$ cat config.mk
export PLATFORM = sky130hd
export DESIGN_NAME = pulse_motion_ctrl
export DESIGN_NICKNAME = d
export VERILOG_FILES = /design/src/rtl/pulse_motion_ctrl.sv
export SDC_FILE = /design/constraint.sdc
export NUM_CORES = 1
export LEC_CHECK = 0
export BUFFER_PORTS_ARGS = -buffer_cell sky130_fd_sc_hd__buf_2
export CAP_MARGIN = 20
export CORE_MARGIN = 3
export CORE_UTILIZATION = 55
export CTS_BUF_LIST = sky130_fd_sc_hd__clkbuf_16
export DETAILED_ROUTE_END_ITERATION = 16
export PLACE_DENSITY = 0.76
export SYNTH_ARGS = -nofsm -noshare
export SYNTH_HDL_FRONTEND = slang
export SYNTH_SLANG_ARGS = --single-unit
$ cat constraint.sdc
create_clock -name vga_clk -period 10.5 [get_ports vga_clk]
set_clock_uncertainty 0.2 [all_clocks]
set_input_delay 0.525 -clock vga_clk [delete_from_list [all_inputs] [get_ports vga_clk]]
set_output_delay 0.525 -clock vga_clk [all_outputs]
set_load 0.03 [all_outputs]
$ cat src/rtl/pulse_motion_ctrl.sv
// pulse_motion_ctrl: projectile controller for the pulse (fireball) attack.
// A fire request runs a wind-up, then the projectile launches from the owner's
// position. It moves once per video frame until it hits the opponent or leaves
// the screen. A hit is followed by an impact phase. Positions only change on a
// frame tick (falling edge of vs), so the sprite never tears mid-frame.
module pulse_motion_ctrl #(
  parameter int SPRITE_W      = 113,
  parameter int SCREEN_W      = 640,
  parameter int SPEED         = 8,
  parameter int SPAWN_DX      = 90,
  parameter int SPAWN_DY      = 0,
  parameter int OPP_W         = 60,
  parameter int WINDUP_FRAMES = 8,
  parameter int IMPACT_FRAMES = 6
) (
  input  logic       vga_clk,
  input  logic       reset_n,
  input  logic       vs,
  input  logic       fire,
  input  logic       facing,
  input  logic [9:0] OwnerX,
  input  logic [9:0] OwnerY,
  input  logic [9:0] OppX,
  output logic [9:0] PulseX,
  output logic [9:0] PulseY,
  output logic       pulse_active,
  output logic       pulse_hit,
  output logic       busy
);

  typedef enum logic [1:0] {
    ST_IDLE   = 2'd0,
    ST_WINDUP = 2'd1,
    ST_FLIGHT = 2'd2,
    ST_IMPACT = 2'd3
  } state_t;

  // Collision and screen-exit compares run at 11 bits so sums never wrap.
  localparam logic [10:0] SPRITE_W_W = 11'(SPRITE_W);
  localparam logic [10:0] SCREEN_W_W = 11'(SCREEN_W);
  localparam logic [10:0] SPEED_W    = 11'(SPEED);
  localparam logic [10:0] OPP_W_W    = 11'(OPP_W);
  localparam logic [9:0]  SPAWN_DX_W = 10'(SPAWN_DX);
  localparam logic [9:0]  SPAWN_DY_W = 10'(SPAWN_DY);
  localparam logic [5:0]  WINDUP_CNT = 6'(WINDUP_FRAMES);
  localparam logic [5:0]  IMPACT_CNT = 6'(IMPACT_FRAMES);

  state_t      state_q, state_d;
  logic [5:0]  cnt_q, cnt_d;
  logic        dir_q, dir_d;
  logic [9:0]  pulse_x_q, pulse_x_d;
  logic [9:0]  pulse_y_q, pulse_y_d;
  logic        active_q, active_d;
  logic        hit_q, hit_d;
  logic        busy_q, busy_d;
  logic        vs_q, vs_d;
  logic        fire_q, fire_d;

  logic        tick;
  logic        fire_edge;
  logic [5:0]  cnt_inc;
  logic [10:0] nx;
  logic [10:0] opp_x_w;
  logic        hit_now;
  logic        exit_now;
  logic [9:0]  spawn_x;

  // Edge detection, flight geometry and next-state selection.
  always_comb begin
    // NOTE: every signal assigned here gets a default first, so no path through
    // the case statement can leave one unassigned and infer a latch.
    state_d   = state_q;
    cnt_d     = cnt_q;
    dir_d     = dir_q;
    pulse_x_d = pulse_x_q;
    pulse_y_d = pulse_y_q;
    hit_d     = 1'b0;
    vs_d      = vs;
    fire_d    = fire;

    tick      = vs_q & ~vs;
    fire_edge = fire & ~fire_q;
    cnt_inc   = cnt_q + 6'd1;

    // Leftward spawn saturates at the screen's left edge.
    if (dir_q) begin
      spawn_x = (OwnerX < SPAWN_DX_W) ? 10'd0 : (OwnerX - SPAWN_DX_W);
    end else begin
      spawn_x = OwnerX + SPAWN_DX_W;
    end

    nx       = dir_q ? ({1'b0, pulse_x_q} - SPEED_W) : ({1'b0, pulse_x_q} + SPEED_W);
    opp_x_w  = {1'b0, OppX};
    // A leftward underflow wraps nx high, which can never satisfy the hit
    // compare; the exit test below catches that case instead.
    hit_now  = (nx < (opp_x_w + OPP_W_W)) && ((nx + SPRITE_W_W) > opp_x_w);
    exit_now = dir_q ? ({1'b0, pulse_x_q} < SPEED_W) : ((nx + SPRITE_W_W) > SCREEN_W_W);

    case (state_q)
      ST_IDLE: begin
        // A tick coinciding with the fire edge is deliberately not counted.
        if (fire_edge) begin
          dir_d   = facing;
          cnt_d   = 6'd0;
          state_d = ST_WINDUP;
        end
      end
      ST_WINDUP: begin
        if (tick) begin
          cnt_d = cnt_inc;
          if (cnt_inc == WINDUP_CNT) begin
            state_d   = ST_FLIGHT;
            pulse_x_d = spawn_x;
            pulse_y_d = OwnerY + SPAWN_DY_W;
          end
        end
      end
      ST_FLIGHT: begin
        if (tick) begin
          if (hit_now) begin
            pulse_x_d = nx[9:0];
            hit_d     = 1'b1;
            cnt_d     = 6'd0;
            state_d   = ST_IMPACT;
          end else if (exit_now) begin
            state_d = ST_IDLE;
          end else begin
            pulse_x_d = nx[9:0];
          end
        end
      end
      ST_IMPACT: begin
        if (tick) begin
          cnt_d = cnt_inc;
          if (cnt_inc == IMPACT_CNT) begin
            state_d = ST_IDLE;
          end
        end
      end
      default: state_d = ST_IDLE;
    endcase

    active_d = (state_d == ST_FLIGHT) || (state_d == ST_IMPACT);
    busy_d   = (state_d != ST_IDLE);
  end

  // State, position and registered outputs; fire_q resets high so a fire held
  // through reset release is not seen as an edge.
  always_ff @(posedge vga_clk or negedge reset_n) begin
    if (!reset_n) begin
      state_q   <= ST_IDLE;
      cnt_q     <= 6'd0;
      dir_q     <= 1'b0;
      pulse_x_q <= 10'd0;
      pulse_y_q <= 10'd0;
      active_q  <= 1'b0;
      hit_q     <= 1'b0;
      busy_q    <= 1'b0;
      vs_q      <= 1'b1;
      fire_q    <= 1'b1;
    end else begin
      // NOTE: sequential state uses non-blocking assignments so every flop
      // samples the pre-edge values, independent of statement order.
      state_q   <= state_d;
      cnt_q     <= cnt_d;
      dir_q     <= dir_d;
      pulse_x_q <= pulse_x_d;
      pulse_y_q <= pulse_y_d;
      active_q  <= active_d;
      hit_q     <= hit_d;
      busy_q    <= busy_d;
      vs_q      <= vs_d;
      fire_q    <= fire_d;
    end
  end

  assign PulseX       = pulse_x_q;
  assign PulseY       = pulse_y_q;
  assign pulse_active = active_q;
  assign pulse_hit    = hit_q;
  assign busy         = busy_q;

endmodule

### Word-level counts from Yosys, hierarchy flattened

Cells that the tools add are included.

* register bits: 34
* bits of input ports: 35
* output and inout bits: 23

* $add $sub $neg: 7
* magnitude comparators: 5
* equality and inequality tests: 14
* multiplexer cells: 27
* bitwise gates (word level): 4
* reductions and logical operators: 10

Operators with widths (count)
* 2-to-1 mux 10 bit: 7
* 2-to-1 mux 6 bit: 4
* one-hot mux 10 bit (2 select lines): 1
* one-hot mux 6 bit (3 select lines): 1
* 2-to-1 mux 2 bit: 8
* adder 10 x 4 -> 11 bit, second input constant: 1
* adder 10 x 6 -> 11 bit, second input constant: 1
* adder 11 x 7 -> 11 bit, second input constant: 1
* greater-than comparator 11 x 10 -> 1 bit: 1
* greater-than comparator 11 x 10 -> 1 bit, second input constant: 1
* less-than comparator 11 bit: 1
* 2-to-1 mux 11 bit: 1
* subtractor 10 x 4 -> 11 bit, second input constant: 1
* adder 10 x 7 -> 10 bit, second input constant: 1
* less-than comparator 10 x 4 -> 1 bit, second input constant: 1
* less-than comparator 10 x 7 -> 1 bit, second input constant: 1
* inequality test 2 bit, second input constant: 5
* subtractor 10 x 7 -> 10 bit, second input constant: 1
* equality test 2 bit, second input constant: 4
* one-hot mux 2 bit (4 select lines): 1
* adder 6 x 1 -> 6 bit, second input constant: 1
* equality test 6 x 3 -> 1 bit, second input constant: 1
* equality test 6 x 4 -> 1 bit, second input constant: 1
* AND reduction 5 bit: 1
* other kinds (14): 20

### Longest topological paths before layout

* word-level depth: 11
* depth in mapped cells: 19
* gate-level depth less buffers: 17

### Least setup slack after synthesis

OpenSTA, ideal clock, no wires.

* kind: register to register
* start: register pulse_x_q[3] (netlist: PulseX[3])
* end: register pulse_x_q[4] (netlist: PulseX[4])
* setup time: 0.125 ns
* arrival time: 4.256 ns
* setup slack: 5.918 ns
* cell stages (with the launch flop): 17
* path buffers: 1
* clock period less this slack: 4.582 ns
* cell sequence: dfrtp_1 -> buf_2 -> inv_1 -> ha_1 -> xor2_1 -> o21bai_1 -> a211oi_2 -> xnor2_1 -> ha_1 -> nand4_1 -> or4_1 -> mux2i_1 -> o21ai_0 -> mux2i_4 -> nor2_4 -> o31ai_4 -> mux2_4

* cells in the longest elaborated chain, start to end: 8
* elaborated cells on any way between the ends: 16
* classes of those cells: add/sub: 3; order compare: 4; eq/ne: 1; mux: 6; reduce/logical: 2

Ends and longest elaborated chain
* from (decl): line 51 `logic [9:0] pulse_x_q, pulse_x_d;`
* from (signal assigned): line 167 `pulse_x_q <= pulse_x_d;`
* adder 10 x 4 -> 11 bit or subtractor 10 x 4 -> 11 bit (tied branches): line 92 `nx = dir_q ? ({1'b0, pulse_x_q} - SPEED_W) : ({1'b0, pulse_x_q} + SPEED_W);`
* 2-to-1 mux 11 bit: line 92
* adder 11 x 7 -> 11 bit: line 96, 97
* greater-than comparator 11 x 10 -> 1 bit: line 96 `hit_now = (nx < (opp_x_w + OPP_W_W)) && ((nx + SPRITE_W_W) > opp_x_w);`
* logical AND 1 bit: line 96
* 2-to-1 mux 10 bit: line 120 `if (hit_now) begin`
* 2-to-1 mux 10 bit: line 119 `if (tick) begin`
* one-hot mux 10 bit (2 select lines): line 99 `case (state_q)`

Parallel ways exist; a longest one is shown, timed or not. The select of a mux whose other input is x is not followed.
A chain may end at the register's enable or synchronous reset.

### Final worst setup path

* start: register dir_q
* end: register pulse_x_q[4] (netlist: PulseX[4])

* cells in the longest elaborated chain, start to end: 7
* elaborated cells on any way between the ends: 16
* classes of those cells: add/sub: 1; order compare: 3; eq/ne: 1; mux: 9; reduce/logical: 2

Ends and longest elaborated chain
* from (decl): line 50 `logic dir_q, dir_d;`
* from (signal assigned): line 166 `dir_q <= dir_d;`
* 2-to-1 mux 11 bit: line 92
* adder 11 x 7 -> 11 bit: line 96, 97
* greater-than comparator 11 x 10 -> 1 bit: line 96
* logical AND 1 bit: line 96
* 2-to-1 mux 10 bit: line 120
* 2-to-1 mux 10 bit: line 119
* one-hot mux 10 bit (2 select lines): line 99

Parallel ways exist; a longest one is shown, timed or not. The select of a mux whose other input is x is not followed.

==> qor.yml <==
status:
  status: "finished, final reports clean"
timing:
  drv_slew: 0
  min_period_ps: 5381
  worstMarginPinSlew_ps: 921.2
  final.setup.tns_ps: 0
  whs_ps: 105.7
  rsz0062_at_grt: "false"
  fmax_mhz: 185.9
  final_hold_viol_count: 0
  setup_violations: 0
  slew_headroom_pct: 38.59
  min_period_over_period_pct: 51.24
finish:
  fillerInstances: 507
  final_common_cell: "buf_2"
  area_growth_pct: 13.69
  register_area_um2: 853.3
  final_cell_mix: "buf_2 (57), dfrtp_1 (32), nand2_1 (30), ha_1 (29), nor2_1 (22)"
  nNetsFinal: 478
  num_antenna_cells: 0
  multiInputGateArea_mm2: 0.002303
  final_core_util_pct: 66.47
  drive_above_1_share_pct: 23.86
placed_design:
  port_buffers: 57
  gp_congestion: 0.8786
  hpwlAfterDp_um: 5916
yosys:
  syn_nets: 430
  synth_edf_count: 0
  ys_seq_elements: 34
  yosysSeqAreaShare_pct: 25.72
  synthTopCellsByArea: "dfrtp_1 (24%), ha_1 (11%), xnor2_1 (5.5%), mux2_2 (3.7%), nand2_1 (3.4%)"
  synth_top_cell_by_area: "dfrtp_1"
  postSynthCellCount: 366
  async_reset_ff_share_pct: 100.0
  syn-cell-area_mm2: 0.003318
  syn-mean-instance-area_um2: 9.066
  synth_top_area_share_pct: 24.13
  synth_ff_type: "dfrtp_1"
  ys_warn_count: 0
  yosysUniqueCellTypes: 79
critical_path:
  start_kind: "flop"
  r2r_cells: 14
  crit_start: "dir_q"
  cp_max_fo: 31
  path_class: "flop to flop"
  arrival_ps: 5350
  worst-endpoint-required_ps: 10470
  cp-end-kind: "flop"
  r2r_start: "dir_q"
  r2r_slack_ps: 5120
  rr_endpoint: "PulseX[4]"
floorplan:
  num_rows: 27
  dieArea_mm2: 0.007001
  start_util_pct: 58.47
  core_area_mm2: 0.005675
  die_h_um: 83.67
  pin_count: 58
  die_w_um: 83.67
power_and_ir_drop:
  switching_share_pct: 50.65
  intPower_uw: 610.0
  p_sw_uw: 626.0
  pwr-share-comb_pct: 69.1
  p_seq_share_pct: 19.4
  leakage_nw: 1.768
  power_frac_clock_pct: 11.5
  peakVddDrop_mv: 0.2326
  power_density_mw_per_mm2: 327.6
clocking:
  cts_hold_buf: 0
  path_clk_slew_ps: 60
  clockBufferDepth: 2
  htree_levels: 2
  cts_resized: 0
  cts_tree: "built"
  cts_made_buffers: 5
  clk_latency_ps: 280
  root_buffer: "clkbuf_16"
  cts_sinks: 34
  postCtsSetupRepairBufs: 0
drt:
  via_per_inst: 5.982
  vias: 2913
  drt_first_pass_iters: 5
  first_iter_violations: 147
  drt_wl_total_um: 7661
  drtAntennaViolNets: 0
  wl_per_cell_um: 15.73
  drc: 0
global_routing:
  gr-total-overflow: 0
  grt_max_degree: 35
  first_global_vias: 2736
  grtUsageTotal_pct: 22.19
  antenna_found_initial: 0
  grt_pass1_wl_um: 12950
worst_hold_path:
  hold_path.class: "input pin to async pin"
flow_run:
  maxCapViolations: 0
## final cells by class
class	count	share of cell area, %
multi-input cells	293	61.06
flip-flops and latches	34	22.62
repair buffers	59	8.060
clock buffers	5	3.317
well taps	72	2.388
inverters	21	2.222
clock inverters	3	0.3317
## per-stage QoR
step / area [um2] / power, mW / cells / worst slack [ps]
3_5_place_dp: 3623 / 1.090 / 478 / 5180
4_1_cts: 3761 / 1.237 / 486 / 5157
2_1_floorplan: 3318 / 0.9245 / 366 / 5918
5_1_grt: 3772 / 1.335 / 487 / 4737
3_3_place_gp: 3623 / 1.069 / 478 / 5362
6_report: 3772 / 1.236 / 487 / 5119
## registers in the layout, summed over array words and instances (netlist names)
signal and flops:
pulse_active 1, vs_q 1, fire_q 1, busy 1, cnt_q 6, PulseX 10
dir_q 1, PulseY 10, pulse_hit 1, state_q 2
## cell families (layout without fill, tap and decap cells)
kind of cell | after synthesis | count (layout) | share of synthesized area [%]
buf+inv | 39 | 88 | 5.128
flops | 34 | 34 | 25.72
xor+xnor | 34 | 34 | 10.41
mux | 15 | 15 | 5.467
fa+ha+maj | 29 | 29 | 10.94
compound gates | 96 | 96 | 23.08
simple gates | 119 | 119 | 19.27
## how the worst max path moves through the flow
stage                      endpoint  slack (ps)  cells after the start
after global routing           busy        4740                     14
final                     PulseX[4]        5120                     14
after CTS                 PulseX[4]        5160                     14
after detailed placement  PulseX[4]        5180                     14
after global placement    PulseX[4]        5360                     14
after floorplan           PulseX[4]        5920                     16
## cell usage after synthesis, types with 9 or more instances
master     n
dfrtp_1   32
nand2_1   30
ha_1      29
nor2_1    22
xnor2_1   21
inv_1     20
a21oi_1   17
o21ai_0   15
nor3_1    14
clkbuf_1  11
mux2_2    11
xor2_1     9
## per-layer routing
| metal | global-route usage, % | vias to the layer above | wire length, um |
|---|---|---|---|
| met5 | 0 | - | 0 |
| met4 | 5.263 | 0 | 105 |
| met3 | 4.047 | 9 | 350 |
| met2 | 34.85 | 76 | 3563 |
| met1 | 31.61 | 1385 | 3641 |
| li1 | - | 1443 | - |
## critical path: stages (launching register included)
cell      delay, ps
dfrtp_1         950
nor4bb_1        410
a31oi_1          90
xnor2_1         740
o21ai_0         270
xnor2_1         200
ha_1            310
nand4_1         150
or4_1           530
mux2i_1         190
o21ai_0         170
mux2i_4         250
nor2_4          120
o31ai_4         380
mux2_4          330
## power groups by stage
stage,clock network [mW],registers [mW],logic [mW]
4_1_cts,0.143,0.239,0.855
3_3_place_gp,0,0.238,0.831
5_1_grt,0.150,0.250,0.935
3_5_place_dp,0,0.240,0.850
2_1_floorplan,0,0.253,0.672
6_report,0.142,0.240,0.854
No activity file was read; power rests on OpenSTA's default activity.
